### src/rtl/chunked_adder.sv
// Multi-cycle adder/subtractor: adds CHUNK bits per clock and keeps the
// inter-chunk carry in a register, with valid/ready on both sides.
module chunked_adder #(
    parameter int WIDTH = 16,
    parameter int CHUNK = 4
) (
    input  logic             clk,
    input  logic             rst,
    input  logic             in_valid,
    output logic             in_ready,
    input  logic [WIDTH-1:0] op_a,
    input  logic [WIDTH-1:0] op_b,
    input  logic             cin,
    input  logic             sub,
    output logic             out_valid,
    input  logic             out_ready,
    output logic [WIDTH-1:0] sum,
    output logic             cout,
    output logic             ovf
);
    // state | meaning
    // IDLE  | waiting for in_valid, in_ready=1
    // BUSY  | adding one chunk per edge, LSB chunk first
    // DONE  | result held until out_ready
    localparam int NCHUNK = WIDTH / CHUNK;
    localparam int CW     = (NCHUNK > 1) ? $clog2(NCHUNK) : 1;
    localparam int BW     = (WIDTH > 1) ? $clog2(WIDTH) : 1;

    typedef enum logic [1:0] {IDLE, BUSY, DONE} state_t;

    state_t           state;
    logic [WIDTH-1:0] a_r;
    logic [WIDTH-1:0] b_r;
    logic             carry_r;
    logic [CW-1:0]    rem;
    logic [CW-1:0]    idx;
    logic [BW-1:0]    base;
    logic [CHUNK-1:0] a_c;
    logic [CHUNK-1:0] b_c;
    logic [CHUNK-1:0] s_c;
    logic             c_out;
    logic             c_msb;

    // rem counts down to the final chunk; idx walks chunks upward from the LSB
    always_comb begin
        idx  = CW'(NCHUNK - 1) - rem;
        base = BW'(int'(idx) * CHUNK);
        a_c  = a_r[base +: CHUNK];
        b_c  = b_r[base +: CHUNK];
        {c_out, s_c} = {1'b0, a_c} + {1'b0, b_c} + {{CHUNK{1'b0}}, carry_r};
        // carry into the chunk MSB, recovered from the sum bit
        c_msb = a_c[CHUNK-1] ^ b_c[CHUNK-1] ^ s_c[CHUNK-1];
    end

    always_ff @(posedge clk) begin
        if (rst) begin
            state     <= IDLE;
            in_ready  <= 1'b1;
            out_valid <= 1'b0;
            sum       <= '0;
            cout      <= 1'b0;
            ovf       <= 1'b0;
            a_r       <= '0;
            b_r       <= '0;
            carry_r   <= 1'b0;
            rem       <= '0;
        end else begin
            case (state)
                IDLE: begin
                    if (in_valid) begin
                        a_r      <= op_a;
                        b_r      <= op_b ^ {WIDTH{sub}};
                        carry_r  <= sub | cin;
                        rem      <= CW'(NCHUNK - 1);
                        in_ready <= 1'b0;
                        state    <= BUSY;
                    end
                end
                BUSY: begin
                    sum[base +: CHUNK] <= s_c;
                    carry_r            <= c_out;
                    if (rem == '0) begin
                        cout      <= c_out;
                        ovf       <= c_msb ^ c_out;
                        out_valid <= 1'b1;
                        state     <= DONE;
                    end else begin
                        rem <= rem - 1'b1;
                    end
                end
                DONE: begin
                    if (out_ready) begin
                        out_valid <= 1'b0;
                        in_ready  <= 1'b1;
                        state     <= IDLE;
                    end
                end
                default: state <= IDLE;
            endcase
        end
    end
endmodule

### config.mk
export PLATFORM = sky130hd
export DESIGN_NAME = chunked_adder
export DESIGN_NICKNAME = d
export VERILOG_FILES = /design/src/rtl/chunked_adder.sv
export SDC_FILE = /design/constraint.sdc
export NUM_CORES = 1
export LEC_CHECK = 0
export CELL_PAD_IN_SITES_DETAIL_PLACEMENT = 1
export CELL_PAD_IN_SITES_GLOBAL_PLACEMENT = 1
export CORE_AREA = 2 2 83 117
export DETAILED_ROUTE_END_ITERATION = 12
export DIE_AREA = 0 0 85 119
export DONT_BUFFER_PORTS = 1
export PLACE_DENSITY_LB_ADDON = 0.1
export SLEW_MARGIN = 20
export SYNTH_ARGS = -nofsm -noshare
export SYNTH_HDL_FRONTEND = slang
export SYNTH_SLANG_ARGS = --single-unit
### constraint.sdc
create_clock -name clk -period 2.8 [get_ports clk]
set_input_delay 0.42 -clock clk [delete_from_list [all_inputs] [get_ports clk]]
set_output_delay 0.42 -clock clk [all_outputs]
set_load 0.05 [all_outputs]
# Yosys cells after proc, flatten, opt, wreduce, memory -nomap -nowiden
# Index checks and enable logic that the tools add are counted.
# op_classes
addsub,5
mul,0
div_mod_pow,0
magnitude_cmp,0
n_eq_ne,6
n_shift,4
mux,16
bitwise_logic,5
n_reduce_logical,12
# ops
op,n
variable part select 16 x 5 -> 4 bit,2
bitwise mux 16 bit,1
variable shift 4 x 6 -> 16 bit (first input constant),1
variable part select 4 x 6 -> 16 bit,1
bitwise XOR 16 bit,1
AND reduction 3 bit,4
2-to-1 mux 2 bit,5
!= test 2 bit (second input constant),4
negation 4 -> 6 bit,1
one-hot mux 1 bit (2 select lines),3
one-hot mux 2 bit (3 select lines),1
AND reduction 2 bit,3
nonzero test 2 bit,3
adder 4 x 4 -> 5 bit,1
adder 5 x 1 -> 5 bit,1
2-to-1 mux 1 bit,5
logical NOT 2 bit,2
one-hot mux 2 bit (2 select lines),1
bitwise XOR 1 bit,3
== test 2 x 1 -> 1 bit (second input constant),1
== test 2 bit (second input constant),1
subtractor 2 x 1 -> 2 bit (second input constant),1
subtractor 2 bit (first input constant),1
bitwise OR 1 bit,1
# word_totals
reg_bits,57
latchBits,0
mem_bits_rw,0
rom_bits,0
input_bits,38
output_inout_bits,20
elab_cells,58
memories,0

# Depth between registers and ports, before layout
# depth
word_depth,6
ltp_mapped,9
mapped_depth_nobuf,8

# Worst setup path before layout
# OpenSTA, ideal clock, no wires.
# synth_path
path_type,flip-flop to flip-flop
start,reg rem[0]
end,reg ovf
setup_time_ps,91
t_arrival_ps,2364
required_time_ps,2709
path_slack_ps,345
path_stages_with_launch,10
n_path_buf,1
period_less_slack_ps,2455
path_cell_list,dfxtp_1 buf_6 mux4_2 fa_1 inv_1 fa_1 nand2b_1 a21oi_1 xnor2_1 a311oi_1
# synth_between
elab_chain_cells,6
word_cells_on_any_way,10
cone_classes,add/sub: 3; shift: 2; bitwise: 3; reduce/logical: 2
# synth_rtl
element,line_no,text
"start, declared",35,logic [CW-1:0] rem;
"start signal, assigned",74,rem <= CW'(NCHUNK - 1);
"start signal, assigned",88,rem <= rem - 1'b1;
subtractor 2 bit,46,idx = CW'(NCHUNK - 1) - rem;
"variable part select 16 x 5 -> 4 bit, on equally long branches","48, 49",
adder 4 x 4 -> 5 bit,50,"{c_out, s_c} = {1'b0, a_c} + {1'b0, b_c} + {{CHUNK{1'b0}}, carry_r};"
adder 5 x 1 -> 5 bit,50,
bitwise XOR 1 bit,52,c_msb = a_c[CHUNK-1] ^ b_c[CHUNK-1] ^ s_c[CHUNK-1];
bitwise XOR 1 bit,84,ovf <= c_msb ^ c_out;
"end signal, assigned",84,
"end, declared",19,output logic ovf
# Several ways; a longest one is shown, not always the timed one.
# A chain may end at the register's enable or synchronous reset.

# Worst setup path after layout
# layout_path
start,reg rem[1]
end,reg ovf
# The elaborated chain is that of the path after synthesis.

==> run summary <==
- **slew at the pin with the worst max-slew slack** 614 ps
- **most common library cell in the layout ignoring fill and taps** sky130_fd_sc_hd__dfxtp_1
- **Yosys warning total** 0
- **Clock Skews** 5.57 ps
- **Top Metal Used** met4
- **Crit. End Element** flop
- **area taken by flip-flops and latches** 0.00114 mm^2
- **Max Cap Viol** 0
- **leakage power summed over all cells** 1.10 nW
- **met3 wire len** 295 um
- **area of the core** 0.00920 mm^2
- **commonest register cell after synthesis** sky130_fd_sc_hd__dfxtp_1
- **number of sinks driven by the clock tree** 57
- **number of buffers inserted by post-CTS setup repair** 0
- **worst reg2reg startpoint** rem[1]
- **cell count after synthesis** 289
- **vias per std cell** 5.03
- **startpoint kind of the worst setup timing path** flop
- **Final TNS setup** 0 ps
- **critical register-to-register path endpoint** ovf
- **clock insertion delay at the later pin of the skew report** 330 ps
- **final clock period utilization by the worst path** 0.901
- **IR Drop Worst-Case VDD** 0.460 mV
- **total of flip-flops plus latches after synthesis** 57
- **maximum number of pins on one net before global-route repair** 58
- **GRT Util Overall** 0.145
- **antenna diode count** 0
- **io pins** 58
- **async set-reset flop share out of synthesis** 0
- **Final min period** 2520 ps
- **outcome** completed
- **via count of the first global-routing pass** 2,087
- **initial antenna violation count** 0
- **post-cts repair resize count** 0
- **timing endpoint of the critical path** ovf
- **Final Net Count** 334
- **count of nets left with antenna violations after detail routing** 0
- **met2 layer wire length in the routed design** 3480 um
- **r2r setup slk** 280 ps
- **area of the multi-input gates** 0.00139 mm^2
- **fillcell total** 1,035
- **clock tree from TritonCTS** yes
- **number of design rule violations left after detail routing** 0
- **number of port buffers** 0
- **Synth Net Count** 338
- **total of hold buffers inserted after clock tree synthesis** 0
- **number of hold violations in the final report** 0
- **Die ar.** 0.0101 mm^2
- **commonest cells after routing, fill and taps aside** sky130_fd_sc_hd__dfxtp_1, sky130_fd_sc_hd__nand2_1, sky130_fd_sc_hd__nor2_1
- **fin worst setup slack** 278 ps
- **via total after detailed routing** 2,011
- **number of enable flip-flop cells after synthesis** 0
- **GR Overflow Total** 0
- **total power per unit cell area** 832 mW/mm^2
- **site row count** 42
- **post-synth top area cell** sky130_fd_sc_hd__dfxtp_1
- **worst min-delay path class** primary input to flop
- **number of search-and-repair iterations in the first detailed-routing pass** 4
- **first-pass GRT wire length** 11,200 um
- **Final Max Tran Viols** 0
- **# setup viols final** 0
- **area of the mapped netlist** 0.00269 mm^2
- **Syn-to-layout area delta** 14.0%
- **count of distinct cell types in the synthesized netlist** 36
- **fmax** 397 MHz
- **syn avg cell area** 9.30 um^2
- **headroom to the max-slew limit** 0.591
- **unrepaired setup endpoints after global routing** false
- **first-iteration detailed-routing DRC count** 62
- **DIE WIDTH** 85 um
- **start-to-end type of the worst setup path** flop to flop
- **number of cells traversed by the worst register-to-register path** 8
- **cts bufs inserted** 9
- **fraction of post-synthesis cell area in the top cell type by area** 0.425
- **main area contributors after synthesis** sky130_fd_sc_hd__dfxtp_1, sky130_fd_sc_hd__mux4_2, sky130_fd_sc_hd__nand2_1
- **number of levels in the clock H-tree** 3
- **Routability Congestion** 0.734
- **Setup Slack @ Placement** 262 ps
- **clock tree root buffer cell** sky130_fd_sc_hd__clkbuf_16
- **share of the yosys chip area belonging to registers** 0.425
- **Critical path origin** rem[1]
- **data arrival at the endpoint of the critical path** 2760 ps
- **average routed wire per standard cell** 17.2 um
- **clock buffer depth** 2
- **Clock Pin Slew Worst Setup and Hold Paths** 50 ps
- **ratio of cells with drive above 1 in the final layout** 0.124
- **Critical Path RT** 3040 ps
- **effective utilization at floorplan** 0.292
- **Die Span Y** 119 um
- **crit path max fanout** 12
- **final wirelength** 6870 um
- **sum of routed wire segments on met1** 2920 um
- **detailed placer's ending HPWL** 4970 um
[worst max-delay path, stage by stage (launching register included)]
cell and delay, ps:
sky130_fd_sc_hd__dfxtp_1 650, sky130_fd_sc_hd__mux4_2 340, sky130_fd_sc_hd__fa_1 200, sky130_fd_sc_hd__inv_1 60
sky130_fd_sc_hd__fa_1 410, sky130_fd_sc_hd__nand2b_1 170, sky130_fd_sc_hd__a21oi_1 250, sky130_fd_sc_hd__xnor2_1 100
sky130_fd_sc_hd__a311oi_1 250
[flip-flops by register name, indices dropped and copies added, names as in the netlist]
name / flops
a_r: 16
b_r: 16
carry_r: 1
cout: 1
in_ready: 1
out_valid: 1
ovf: 1
rem: 2
state: 2
sum: 16
[metrics by stage]
step | power [mW] | util | instances | hold slack, ps | cell area [um^2]
after detailed placement | 1.36 | 0.297 | 384 | 449 | 2730
after floorplan | 1.27 | - | 289 | 433 | 2690
after global placement | 1.36 | 0.297 | 384 | 445 | 2730
after global routing | 2.67 | 0.333 | 400 | 148 | 3060
after CTS | 2.59 | 0.333 | 400 | 147 | 3060
final | 2.55 | 0.333 | 400 | 160 | 3060
[layout make-up]
type,instances,area share
Clock buffer,11,0.0825
Multi-Input combinational cell,205,0.455
Sequential cell,57,0.373
Inverter,8,0.00980
Timing Repair Buffer,4,0.00980
Tap cell,110,0.0449
Clock inverter,5,0.0253
[routing by layer]
metal	GRT usage	vias up
li1	-	994
met1	0.166	960
met2	0.239	45
met3	0.0457	12
met4	0.0744	0
met5	0	-
[cells by family (layout without fill, tap and decap cells)]
family                   count (synthesis)  count (layout)  synth area share
AND/OR/NAND/NOR                        104             104             0.182
AO/OA/AOI/OAI                           64              64             0.154
flip-flops                              57              57             0.425
buffers and inverters                   27              28            0.0568
XOR/XNOR                                18              18            0.0587
adder cells (fa/ha/maj)                 11              11            0.0568
multiplexers                             8               8            0.0670
[cell usage after synthesis (2+ instances only)]
cell type and number:
sky130_fd_sc_hd__nand3_1 5, sky130_fd_sc_hd__fa_1 2, sky130_fd_sc_hd__a22oi_1 12, sky130_fd_sc_hd__buf_6 2, sky130_fd_sc_hd__nand2_1 43, sky130_fd_sc_hd__ha_1 9
sky130_fd_sc_hd__nor3_1 4, sky130_fd_sc_hd__nor2b_1 3, sky130_fd_sc_hd__a21oi_1 27, sky130_fd_sc_hd__mux4_2 8, sky130_fd_sc_hd__a211oi_1 18, sky130_fd_sc_hd__clkbuf_1 8
sky130_fd_sc_hd__buf_4 3, sky130_fd_sc_hd__buf_2 4, sky130_fd_sc_hd__dfxtp_1 57, sky130_fd_sc_hd__nor2_1 38, sky130_fd_sc_hd__xnor2_1 18, sky130_fd_sc_hd__nand2b_4 2
sky130_fd_sc_hd__o21bai_1 2, sky130_fd_sc_hd__inv_1 8
[where the power goes]
group | internal, mW | leakage, nW | total, mW | switching [mW]
clock network | 0.823 | 0.162 | 1.21 | 0.387
registers | 0.873 | 0.467 | 0.957 | 0.0841
logic | 0.165 | 0.468 | 0.382 | 0.217
total | 1.86 | 1.10 | 2.55 | 0.688
[worst min-delay path by stage]
stage | slack (ps) | startpoint | end | depth (start not counted)
after detailed placement | 450 | a_r[12] | a_r[12] | 2
final | 160 | rst | out_valid | 1
after global routing | 150 | rst | b_r[10] | 1
after floorplan | 430 | a_r[11] | a_r[11] | 2
after global placement | 440 | a_r[9] | a_r[9] | 2
after CTS | 150 | rst | out_valid | 1
Power figures use the tool's default switching activity.
